`src/rtl/rcn_master.sv`:
```
// rcn_master: lets one local client inject requests onto the rcn ring
// and consume the responses that carry its own ring ID.
module rcn_master #(
  parameter logic [5:0] MASTER_ID = 6'd1
) (
  input  logic        clk,
  input  logic        rst,
  input  logic [66:0] rcn_in,
  output logic [66:0] rcn_out,
  input  logic        cs,
  output logic        busy,
  input  logic        wr,
  input  logic [3:0]  mask,
  input  logic [21:0] addr,
  input  logic [31:0] wdata,
  output logic        rsp_valid,
  output logic        rsp_wr,
  output logic [1:0]  rsp_seq,
  output logic [31:0] rsp_data,
  output logic [1:0]  seq_out,
  output logic        unexpected
);

  logic [66:0] rin;
  logic [66:0] rout;
  logic [3:0]  pend;
  logic [1:0]  next_seq;
  logic [1:0]  rseq;
  logic        my_rsp;
  logic        slot_free;
  logic        accept;
  logic        rsp_known;
  logic        unused_addr;

  assign rseq      = rin[57:56];
  assign my_rsp    = rin[66] && !rin[65] && (rin[63:58] == MASTER_ID);
  assign slot_free = !rin[66] || my_rsp;
  // pend is checked before any same-cycle clear
  assign busy      = !slot_free || pend[next_seq];
  assign accept    = cs && !busy;
  assign rsp_known = pend[rseq];
  assign seq_out   = next_seq;
  assign rcn_out   = rout;

  assign unused_addr = ^addr[1:0];

  always_ff @(posedge clk) begin
    if (!rst) begin
      rin        <= '0;
      rout       <= '0;
      pend       <= '0;
      next_seq   <= '0;
      rsp_valid  <= 1'b0;
      rsp_wr     <= 1'b0;
      rsp_seq    <= '0;
      rsp_data   <= '0;
      unexpected <= 1'b0;
    end else begin
      rin        <= rcn_in;
      rsp_valid  <= 1'b0;
      unexpected <= 1'b0;

      if (accept) begin
        rout <= {1'b1, 1'b1, wr, MASTER_ID, next_seq, mask,
                 addr[21:2], wr ? wdata : 32'd0};
        pend[next_seq] <= 1'b1;
        next_seq       <= next_seq + 2'd1;
      end else if (my_rsp) begin
        rout <= '0;
      end else begin
        rout <= rin;
      end

      if (my_rsp) begin
        if (rsp_known) begin
          pend[rseq] <= 1'b0;
          rsp_valid  <= 1'b1;
          rsp_wr     <= rin[64];
          rsp_seq    <= rseq;
          rsp_data   <= rin[31:0];
        end else begin
          unexpected <= 1'b1;
        end
      end
    end
  end

endmodule

```
`config.mk`:
```
export PLATFORM = sky130hd
export DESIGN_NAME = rcn_master
export DESIGN_NICKNAME = d
export VERILOG_FILES = /design/src/rtl/rcn_master.sv
export SDC_FILE = /design/constraint.sdc
export NUM_CORES = 1
export LEC_CHECK = 0
export ABC_AREA = 1
export CAP_MARGIN = 40
export CELL_PAD_IN_SITES_DETAIL_PLACEMENT = 2
export CELL_PAD_IN_SITES_GLOBAL_PLACEMENT = 2
export CORE_MARGIN = 2
export CORE_UTILIZATION = 21
export DETAILED_ROUTE_END_ITERATION = 12
export GPL_TIMING_DRIVEN = 0
export PLACE_DENSITY_LB_ADDON = 0.15
export SLEW_MARGIN = 20
export SYNTH_ARGS = -nofsm -noshare
export SYNTH_HDL_FRONTEND = slang
export SYNTH_SLANG_ARGS = --single-unit
```
`constraint.sdc`:
```
create_clock -name clk -period 1.3 [get_ports clk]
set_input_delay 0.13 -clock clk [delete_from_list [all_inputs] [get_ports clk]]
set_output_delay 0.13 -clock clk [all_outputs]
set_load 0.03 [all_outputs]
```
==> impl_metrics.tcl <==
set metrics [dict create \
    status "finished, violations left" \
    failed_checks "negative setup slack" \
    rsz0062_at_grt "true" \
    yosysSeqAreaShare_pct 59.8 \
    nFillCells 3034 \
    clk_latency_ns 0.44 \
    vias_per_cell 4.08 \
    p_int_mw 9.75 \
    h-tree-depth 4 \
    final_cell_mix "dfxtp_1, nand2_1, clkdlybuf4s50_1, inv_1, nor2_1" \
    setup_viol 110 \
    antenna_found_initial 0 \
    crit_family "simple AND/OR/NAND/NOR gates" \
    muxShareOfSynthArea_pct 0 \
    first_pass_iters 4 \
    route.detailed.drc 0 \
    pre_cts_slack_ns -0.644 \
    cts.sinks 177 \
    die_area_um2 29600 \
    clkPwrFrac_pct 38.7 \
    post_dp_cell_area_um2 8820 \
    grt_pass1_vias 6147 \
    final-hold-violation-count 0 \
    grt_pass1_wl_mm 35.5 \
    switchingPower_mw 4.06 \
    area_delta_synth_final_pct 85.7 \
    syn-cell-area_um2 5930 \
    avgSynthCellArea_um2 8.22 \
    slew_headroom_pct 42.8 \
    cp.required_ns 1.17 \
    synthAdderAreaFrac_pct 0.844 \
    drtAntennaViolNets 0 \
    final.setup_skew_ns 0.0170 \
    drv_slew 0 \
    netlist_instances 721 \
    period_share_pct 125 \
    share_comb_of_total_power_pct 18.9 \
    top_level_ports 236 \
    yosys_warnings 0 \
    p_seq_share_pct 42.4 \
    crit_path_start_kind "flip-flop" \
    drive_gt1_share_pct 35.4 \
    post-route-cell-area_um2 11000 \
    vdd_drop_max_v 0.000696 \
    power_density_nw_per_um2 1250 \
    p_sw_share_pct 29.4 \
    track_usage_pct 16.1 \
    initial_core_util_pct 21.3 \
    crit_slowest_cell "dfxtp_4" \
    clkTransAtPathRegs_ns 0.08 \
    fin_crit_ns 1.62 \
    num-nets-final 1157 \
    yosys.area_share.simple_pct 23.8 \
    final_common_cell "dfxtp_1" \
    overflow 0 \
    hold_path.class "primary input to flip-flop" \
    hpwl_mm 16.3 \
    timing.fmax_mhz 616 \
    max_slew.worst_pin.slew_ns 0.858 \
    grt_max_degree 19 \
    power_mw 13.8 \
    cts_tree "done" \
    cts_made_buffers 17 \
    end_kind "output pin" \
    max-cap-violations 0 \
    die_x_um 172 \
    synth_top_family_by_area "simple AND/OR/NAND/NOR gates" \
    cp.arrival_ns 1.49 \
    clockBufferDepth 2 \
    vias 5778 \
    gp_congestion 0.696 \
    wirelength_mm 24.2 \
    slowest_delay_ns 0.40 \
    antenna_cells 0 \
    yosysUniqueCellTypes 26 \
    synth_xor_area_share_pct 0 \
    core-area_um2 27800 \
    layout_setup_ws_ns -0.324 \
    portBuffers 232 \
    clockRootBuffer "clkbuf_16" \
    drtIter0Drc 126 \
    die_h_um 172 \
    critPathBufInv 3 \
    critPathKind "flip-flop to output pin" \
    placementRows 61 \
    crit_chain "inv_4 -> nand2_1 -> nand3_2 -> nand2_4 -> and2_4 -> inv_2 -> buf_6" \
    synth_seq_cells 177 \
    reg2reg_setup_slack_ns -0.29 \
    leakage_nw 4.99 \
    crit_fanout 8 \
    synth_compound_area_share_pct 6.50 \
    synth_fp_nets 854 \
    wl_per_cell_um 17.1 \
]
flip-flops by register name, summed over array words and instances (netlist names):
name and flops:
rsp_valid 1, rin 67, pend 4, rsp_data 32
rcn_out 67, unexpected 1, rsp_seq 2, seq_out 2
rsp_wr 1
power groups by stage:
stage | Combinational (mW) | Sequential [mW] | Clock, mW
CTS | 2.40 | 5.85 | 5.53
global placement | 2.00 | 5.96 | 0
detailed placement | 2.02 | 5.97 | 0
floorplan | 0.634 | 6.29 | 0
finish | 2.61 | 5.86 | 5.34
global route | 2.81 | 5.89 | 5.76
path summary, 6_finish.rpt:
check / end / start / cells past startpoint
worst max register to register: rcn_out[6] / rin[63] / 11
worst min-delay path: rin[20] / rcn_in[20] / 3
worst max-delay path: busy / seq_out[0] / 7
worst min register to register: rcn_out[54] / rin[54] / 2
layer usage:
metal | wire length [um] | track usage (%)
met2 | 12100 | 27.9
met3 | 1390 | 5.22
met5 | 0 | 0
met1 | 10500 | 19.4
met4 | 206 | 3.65
area by class of cell:
cell class / count / area [um2] / area share, %
well taps: 378 / 473 / 4.30
flip-flops and latches: 177 / 3560 / 32.4
multi-input cells: 419 / 2650 / 24.0
plain buffers: 40 / 498 / 4.52
clock buffers: 18 / 439 / 3.99
repair buffers: 283 / 2890 / 26.2
inverters: 86 / 349 / 3.17
clock inverters: 14 / 155 / 1.41
worst min-delay path, delay by kind of cell:
family,cells,cell delay (ns)
buffers and inverters,2,0.42
AND/OR/NAND/NOR,1,0.06
through the flow:
stage | utilization, % | instances | TNS [ns] | hold WS, ns
final | 39.6 | 1415 | -24.59 | 0.218
after global routing | 39.6 | 1415 | -35.42 | 0.205
after CTS | 38.0 | 1401 | -32.51 | 0.197
after detailed placement | 31.7 | 1331 | -65.71 | 0.438
after global placement | 31.7 | 1331 | -59.58 | 0.424
after floorplan | - | 721 | -2.03 | 0.228
cells in the mapped netlist:
cell      count  share of area, %
buf_4         6              0.76
buf_2         8              0.68
buf_6         4              0.76
ha_1          4              0.84
clkbuf_1     22               1.4
clkinv_2      1             0.084
nand2_1     174                11
o21ai_1      12               1.0
nor3_1        1             0.084
clkinv_1      1             0.063
a21oi_1       7              0.59
dfxtp_1     177                60
inv_1        82               5.2
nand4_2       1              0.21
nor2_4        1              0.19
nand2_4       1              0.19
and2_1        1              0.11
nand4_1       7              0.74
nand3_2       1              0.17
o21ai_0      58               4.9
nor2_1       83               5.3
nand3b_1      2              0.25
nand2_2       3              0.32
nand3_1      60               5.1
inv_2         2              0.13
nor2_2        2              0.21
kinds of logic (layout without fill, tap and decap cells):
family                     count (synthesis)  in the layout
AOI/OAI and AO/OA                         77             77
adders and majority gates                  4              4
buffers and inverters                    126            441
DFF                                      177            177
and+or+nand+nor                          337            338
timing repair:
item	CTS	global route
buffers inserted	28	10
pin swaps	30	37
hold buffers	0	0
setup endpoints to repair	214	167
resized for setup	453	212
gates cloned	11	6
(Power assumes the default switching activity.)
